$ cat src/rtl/mul_seq_ctrl.sv
// Sequential 12 x (4*NIBBLES) unsigned multiplier controller driving an external 12x4 array multiplier.
// Optional macro MUL_EARLY_TERM_EN: finish as soon as all remaining b slices are zero.
module mul_seq_ctrl #(
    parameter int NIBBLES = 3
) (
    input  logic                    clk,
    input  logic                    rst,
    input  logic                    in_valid,
    output logic                    in_ready,
    input  logic [11:0]             in_a,
    input  logic [4*NIBBLES-1:0]    in_b,
    output logic [11:0]             mul_a,
    output logic [3:0]              mul_b,
    input  logic [15:0]             mul_p,
    output logic                    out_valid,
    input  logic                    out_ready,
    output logic [12+4*NIBBLES-1:0] out_p
);

    localparam int BW = 4 * NIBBLES;
    localparam int PW = 12 + BW;
    localparam int KW = (NIBBLES > 1) ? $clog2(NIBBLES) : 1;
    localparam logic [KW-1:0] K_LAST = KW'(NIBBLES - 1);

    typedef enum logic [1:0] {
        IDLE = 2'd0,
        CALC = 2'd1,
        DONE = 2'd2
    } state_t;

    state_t          state_r, state_nxt_s;
    logic [KW-1:0]   k_r, k_nxt_s;
    logic [11:0]     a_r, a_nxt_s;
    logic [BW-1:0]   b_r, b_nxt_s;
    logic [PW-1:0]   acc_r, acc_nxt_s;
    logic [PW-1:0]   out_p_r, out_p_nxt_s;
    logic            in_ready_r, out_valid_r;
    logic [11:0]     mul_a_r;
    logic [3:0]      mul_b_r;
    logic [PW-1:0]   sum_s;
    logic            last_s;

`ifdef MUL_EARLY_TERM_EN
    function automatic logic upper_zero(input logic [BW-1:0] b, input logic [KW-1:0] k);
        logic z;
        z = 1'b1;
        for (int j = 0; j < NIBBLES; j++) begin
            if ((j > int'(k)) && (b[4*j +: 4] != 4'h0)) begin
                z = 1'b0;
            end
        end
        return z;
    endfunction
`endif

    // Accumulate the current shifted partial product and decide whether this slice is the last.
    always_comb begin
        sum_s = acc_r + (PW'(mul_p) << {k_r, 2'b00});
`ifdef MUL_EARLY_TERM_EN
        last_s = (k_r == K_LAST) || upper_zero(b_r, k_r);
`else
        last_s = (k_r == K_LAST);
`endif
    end

    // Next-state and next-output computation; outputs are registered from these values.
    always_comb begin
        state_nxt_s = state_r;
        k_nxt_s     = k_r;
        a_nxt_s     = a_r;
        b_nxt_s     = b_r;
        acc_nxt_s   = acc_r;
        out_p_nxt_s = out_p_r;
        case (state_r)
            IDLE: begin
                if (in_valid) begin
                    state_nxt_s = CALC;
                    a_nxt_s     = in_a;
                    b_nxt_s     = in_b;
                    acc_nxt_s   = '0;
                    k_nxt_s     = '0;
                end else begin
                    state_nxt_s = IDLE;
                end
            end
            CALC: begin
                acc_nxt_s = sum_s;
                if (last_s) begin
                    state_nxt_s = DONE;
                    out_p_nxt_s = sum_s;
                end else begin
                    k_nxt_s = k_r + KW'(1);
                end
            end
            DONE: begin
                if (out_ready) begin
                    state_nxt_s = IDLE;
                end else begin
                    state_nxt_s = DONE;
                end
            end
            default: begin
                state_nxt_s = IDLE;
            end
        endcase
    end

    // State, datapath and output registers.
    always_ff @(posedge clk) begin
        if (rst) begin
            state_r     <= IDLE;
            k_r         <= '0;
            a_r         <= 12'h000;
            b_r         <= '0;
            acc_r       <= '0;
            out_p_r     <= '0;
            in_ready_r  <= 1'b1;
            out_valid_r <= 1'b0;
            mul_a_r     <= 12'h000;
            mul_b_r     <= 4'h0;
        end else begin
            state_r     <= state_nxt_s;
            k_r         <= k_nxt_s;
            a_r         <= a_nxt_s;
            b_r         <= b_nxt_s;
            acc_r       <= acc_nxt_s;
            out_p_r     <= out_p_nxt_s;
            in_ready_r  <= (state_nxt_s == IDLE);
            out_valid_r <= (state_nxt_s == DONE);
            // Multiplier inputs are parked at zero outside CALC to limit toggling.
            if (state_nxt_s == CALC) begin
                mul_a_r <= a_nxt_s;
                mul_b_r <= b_nxt_s[{k_nxt_s, 2'b00} +: 4];
            end else begin
                mul_a_r <= 12'h000;
                mul_b_r <= 4'h0;
            end
        end
    end

    assign in_ready  = in_ready_r;
    assign out_valid = out_valid_r;
    assign mul_a     = mul_a_r;
    assign mul_b     = mul_b_r;
    assign out_p     = out_p_r;

endmodule
$ cat config.mk
export PLATFORM = sky130hd
export DESIGN_NAME = mul_seq_ctrl
export DESIGN_NICKNAME = d
export VERILOG_FILES = /design/src/rtl/mul_seq_ctrl.sv
export SDC_FILE = /design/constraint.sdc
export NUM_CORES = 1
export LEC_CHECK = 0
export ABC_AREA = 1
export CORE_ASPECT_RATIO = 0.75
export CORE_UTILIZATION = 36
export DETAILED_ROUTE_END_ITERATION = 12
export GPL_TIMING_DRIVEN = 0
export SLEW_MARGIN = 20
export SYNTH_ARGS = -nofsm -noshare
export SYNTH_HDL_FRONTEND = slang
export SYNTH_SLANG_ARGS = --single-unit
$ cat constraint.sdc
create_clock -name clk -period 2.9 [get_ports clk]
set_clock_uncertainty 0.05 [all_clocks]
set_input_delay 0.87 -clock clk [delete_from_list [all_inputs] [get_ports clk]]
set_output_delay 0.87 -clock clk [all_outputs]
set_load 0.01 [all_outputs]
Word-level counts from Yosys, hierarchy flattened
Index checks and enable logic that the tools add are counted.
{"block": "classes", "addsub": 2, "eq_ne": 6, "shift": 2, "n_mux": 13, "bitwise_logic": 1, "reduce_logical": 6}
{"cell": "$mux W12", "n": 4}
{"cell": "$pmux W24 S2", "n": 1}
{"cell": "$add A24 B24 Y24", "n": 1}
{"cell": "$mux W24", "n": 1}
{"cell": "$shl A16 B4 Y24", "n": 1}
{"cell": "$shiftx A12 B5 Y4", "n": 1}
{"cell": "$mux W2", "n": 4}
{"cell": "$eq A2 B2 Y1 const B", "n": 3}
{"cell": "$pmux W2 S3", "n": 1}
{"cell": "$eq A2 B1 Y1 const B", "n": 2}
{"cell": "$logic_not A2 Y1", "n": 2}
{"cell": "$pmux W2 S2", "n": 1}
{"cell": "$reduce_and A2 Y1", "n": 2}
{"cell": "$add A2 B1 Y2 const B", "n": 1}
{"cell": "$ne A2 B2 Y1 const B", "n": 1}
{"cell": "$reduce_bool A2 Y1", "n": 1}
{"cell": "$reduce_or A2 Y1", "n": 1}
{"cell": "$mux W1", "n": 1}
{"cell": "$not A1 Y1", "n": 1}
{"block": "word_totals", "ff_bits": 94, "inputBits": 44, "out_inout_bits": 42, "wordCells": 40}

Depth between registers and ports, before layout
{"block": "depth", "depth_word": 6, "mapped_depth": 20, "ltp_nobuf": 18}

Worst setup path after synthesis
OpenSTA, ideal clock, no wires.
{"block": "synth_timing", "kind": "input to register", "start": "in mul_p[0]", "end": "reg out_p_r[16] (netlist: out_p[16])", "setup_time_ns": 0.109, "arrival_time_ns": 2.446, "required_time_ns": 2.741, "setup_slack_ns": 0.295, "path_stages": 17, "path_buffers": 0, "cell_sequence": "inv_1 > nor3_1 > ha_1 > inv_1 > fa_1 > inv_1 > nand3_1 > nand3_1 > nand2_1 > nand2_1 > nand3_1 > nand2_1 > nand2_1 > nand2_1 > nand2_1 > nand2_1 > inv_1"}
{"block": "synth_between", "elab_chain_len": 2}
{"item": "start: declaration", "line": "14", "source": "input logic [15:0] mul_p,"}
{"item": "$shl A16 B4 Y24", "line": "58", "source": "sum_s = acc_r + (PW'(mul_p) << {k_r, 2'b00});"}
{"item": "$add A24 B24 Y24", "line": "58"}
{"item": "end signal: assignment", "line": "127", "source": "out_p_r <= out_p_nxt_s;"}
{"item": "end: declaration", "line": "36", "source": "logic [PW-1:0] out_p_r, out_p_nxt_s;"}
No other way between the ends.
A chain may end at the register's enable or synchronous reset.

Final worst setup path
{"block": "layout_timing", "start": "in mul_p[14]", "end": "reg out_p_r[19] (netlist: out_p[19])"}
The elaborated chain is that of the path after synthesis.

==> results by group <==
Logic synthesis
  • Seq/Total Area, Yosys: 34.7%
  • Synthesized netlist cell count: 800
  • Yosys cell types: 36
  • Syn Nets: 870
  • FF+latch count, synth: 94
  • Area leader, netlist: dfxtp_1
  • Avg Inst Size Synth: 6.78 um2
  • Top post-synthesis cells by area: dfxtp_1 35%, nand2_1 17%, inv_1 8.2%
  • Synth top area share: 34.7%
  • YS warnings: 0
  • Post-Syn Area: 5420 um2

Cells and area
  • Most common cell after layout, fill and taps aside: nand2_1
  • Commonest cells after routing, fill and taps aside: 219 x nand2_1, 110 x inv_1, 94 x dfxtp_1
  • # nets final: 988
  • Reg area: 1880 um2
  • Final Instance Area: 7610 um2
  • Layout area overhead: 40.3%
  • Ant diodes: 0
  • Multi-input logic area: 3520 um2
  • FILL cells: 1418
  • Layout cells sized above 1: 19.7%

Pwr
  • LEAKAGE: 3.66 nW
  • Clock power share: 33.9%
  • Reg power frac: 38.3%
  • Switching share of power: 33.9%
  • Pwr per Cell Area: 476 nW/um2
  • Comb pwr share: 27.8%
  • Worst vdd rail ir drop: 0.285 mV
  • Power Internal: 0.00239 W
  • Switch Pwr: 0.00123 W

Die
  • Row Count: 38
  • Overall die width: 144 um
  • Die Area: 15600 um2
  • Core area: 14600 um2
  • Die span in y: 108 um
  • I/O pin cnt: 86
  • Starting Density: 37.2%

STA
  • Min setup slack post-route: 0.0785 ns
  • Fin crit share: 97.3%
  • Min Tclk post-route: 2.82 ns
  • Final hold vios: 0
  • Setup TNS: 0 ns
  • Max Clk Rate: 354 MHz
  • Tightest Pin Transition: 0.665 ns
  • # setup viols final: 0
  • Count of pins over their slew limit: 0
  • Max-Slew Margin vs Limit: 55.7%

Critical path
  • Critical R2R Launch: k_r[1]
  • Worst Setup Start Kind: primary input
  • Critical path type: in2reg
  • CP Data Required Time: 3.12 ns
  • Type of destination of the critical path: flip-flop
  • Critical path startpoint: mul_p[14]
  • Worst-path fanout max: 5
  • Crit path DAT: 3.04 ns

Global route
  • Largest net degree at the start of global routing: 21
  • First-pass GRT wire length: 25500 um
  • Antenna violations before repair: 0
  • Global Route Usage Sum: 21.7%
  • Vias in the first global route: 4952
  • Grt total ovfl: 0

Run status
  • Outcome: complete, no violations

Detailed routing
  • WL final: 17000 um
  • Drt wl/cell: 15.1 um
  • Routed via count: 5416
  • ANT nets after route: 0
  • Pre-Repair DR Iteration Count: 5
  • Initial DRC Count: 494
  • DR vias/cell: 4.82
  • Drt drc: 0

Clock network
  • CTS tree: yes
  • Clk sinks: 94
  • H-Tree Level Count: 3
  • Worst skew pair latency: 0.36 ns
  • CTS Buffer Depth: 2
  • Clk slew on worst S/H paths: 0.08 ns
  • Root Driver: clkbuf_16
  • Cts bufs inserted: 9

Hold path
  • Hold Path Class: reg2reg
  • Worst Min Path Start: acc_r[21]

Placement
  • Placed Area: 6510 um2
  • Input/output buffers: 84
  • Worst slack at placement: -0.842 ns
  • Detail Placement HPWL: 12600 um
  • Gpl congestion: 0.929

Flow run
  • MaxCap Viol Count: 0
## power groups by stage
| stage | Sequential [W] | Clock, W | Combinational (W) |
|---|---|---|---|
| floorplan | 0.00141 | 0 | 0.000504 |
| global placement | 0.00141 | 0 | 0.000772 |
| detailed placement | 0.00141 | 0 | 0.000769 |
| CTS | 0.00138 | 0.00126 | 0.000838 |
| global route | 0.00139 | 0.00131 | 0.00110 |
| finish | 0.00139 | 0.00123 | 0.00101 |
## worst max-delay path, cell delays in order
cell             delay (ns)
clkdlybuf4s50_1        0.47
inv_2                  0.05
nand2_1                0.08
o21ai_2                0.06
mux2i_1                0.21
ha_2                   0.36
nand2_4                0.13
inv_2                  0.05
nand2_2                0.08
nand2_4                0.08
a21oi_4                0.17
nand4_1                0.18
nand2_2                0.12
nand2_1                0.05
nand2_1                0.06
inv_1                  0.03
## synth_stat cells, drive strengths merged
cell    number
a21boi       1
nand4        5
inv        122
xor2         9
nand3       40
nand2      252
o21a        10
nor3         5
ha          25
clkbuf      12
nor2        80
a21oi       45
fa           1
xnor2        1
mux2i       33
or2          4
o21ai       24
nand3b       4
buf         13
o22ai        6
a21o         1
o211ai       1
o21bai      11
and2         1
dfxtp       94
## per-stage QoR
stage	instances	power (W)	hold WS (ns)	util, %
6_report	1123	0.00362	0.425	52.1
5_1_grt	1123	0.00380	0.444	52.1
4_1_cts	1110	0.00347	0.425	47.9
3_5_place_dp	1084	0.00218	0.410	44.6
3_3_place_gp	1084	0.00218	0.411	44.6
2_1_floorplan	800	0.00192	0.394	-
## routing by layer
layer	vias up	wire, um	GRT usage [%]
met5	-	0	0
met4	0	199	6.84
met3	16	1060	5.00
met2	159	7230	30.3
met1	2493	8480	32.3
li1	2748	-	-
## cell families after synthesis
logic type               Yosys count  share of synthesized area [%]
XOR/XNOR                          10                           1.75
multiplexers                      33                           6.09
AO/OA/AOI/OAI                     99                           10.7
adder cells (fa/ha/maj)           26                           6.14
flip-flops                        94                           34.7
buffers and inverters            147                           10.6
AND/OR/NAND/NOR                  391                           30.0
## sequential cells by signal, summed over array words and instances (netlist names)
register   cells
a_r           12
acc_r         24
b_r           12
in_ready       1
k_r            2
mul_a         12
mul_b          4
out_p         24
out_valid      1
state_r        2
## final cells by class
cell class              instances  share of cell area (%)
multi-input cells             559                    46.3
flip-flops and latches         94                    24.7
repair buffers                107                    13.8
inverters                     122                    6.02
well taps                     200                    3.29
clock buffers                   9                    2.96
plain buffers                  25                    1.79
clock inverters                 7                    1.13
## final timing paths
| kind | to | slack, ns | cells after the start |
|---|---|---|---|
| worst max-delay path | out_p[19] | 0.08 | 16 |
| worst min-delay path | acc_r[21] | 0.42 | 2 |
| worst max register to register | out_p[23] | 0.13 | 14 |
| worst min register to register | acc_r[21] | 0.42 | 2 |
## timing repair
| action | 4_1_cts | 5_1_grt |
|---|---|---|
| hold buffers | 0 | 0 |
| gates resized for setup | 34 | 134 |
| buffers inserted | 10 | 13 |
| setup endpoints to repair | 30 | 38 |
| gates cloned | 0 | 0 |
| pin swaps | 14 | 39 |
(Power assumes the default switching activity.)
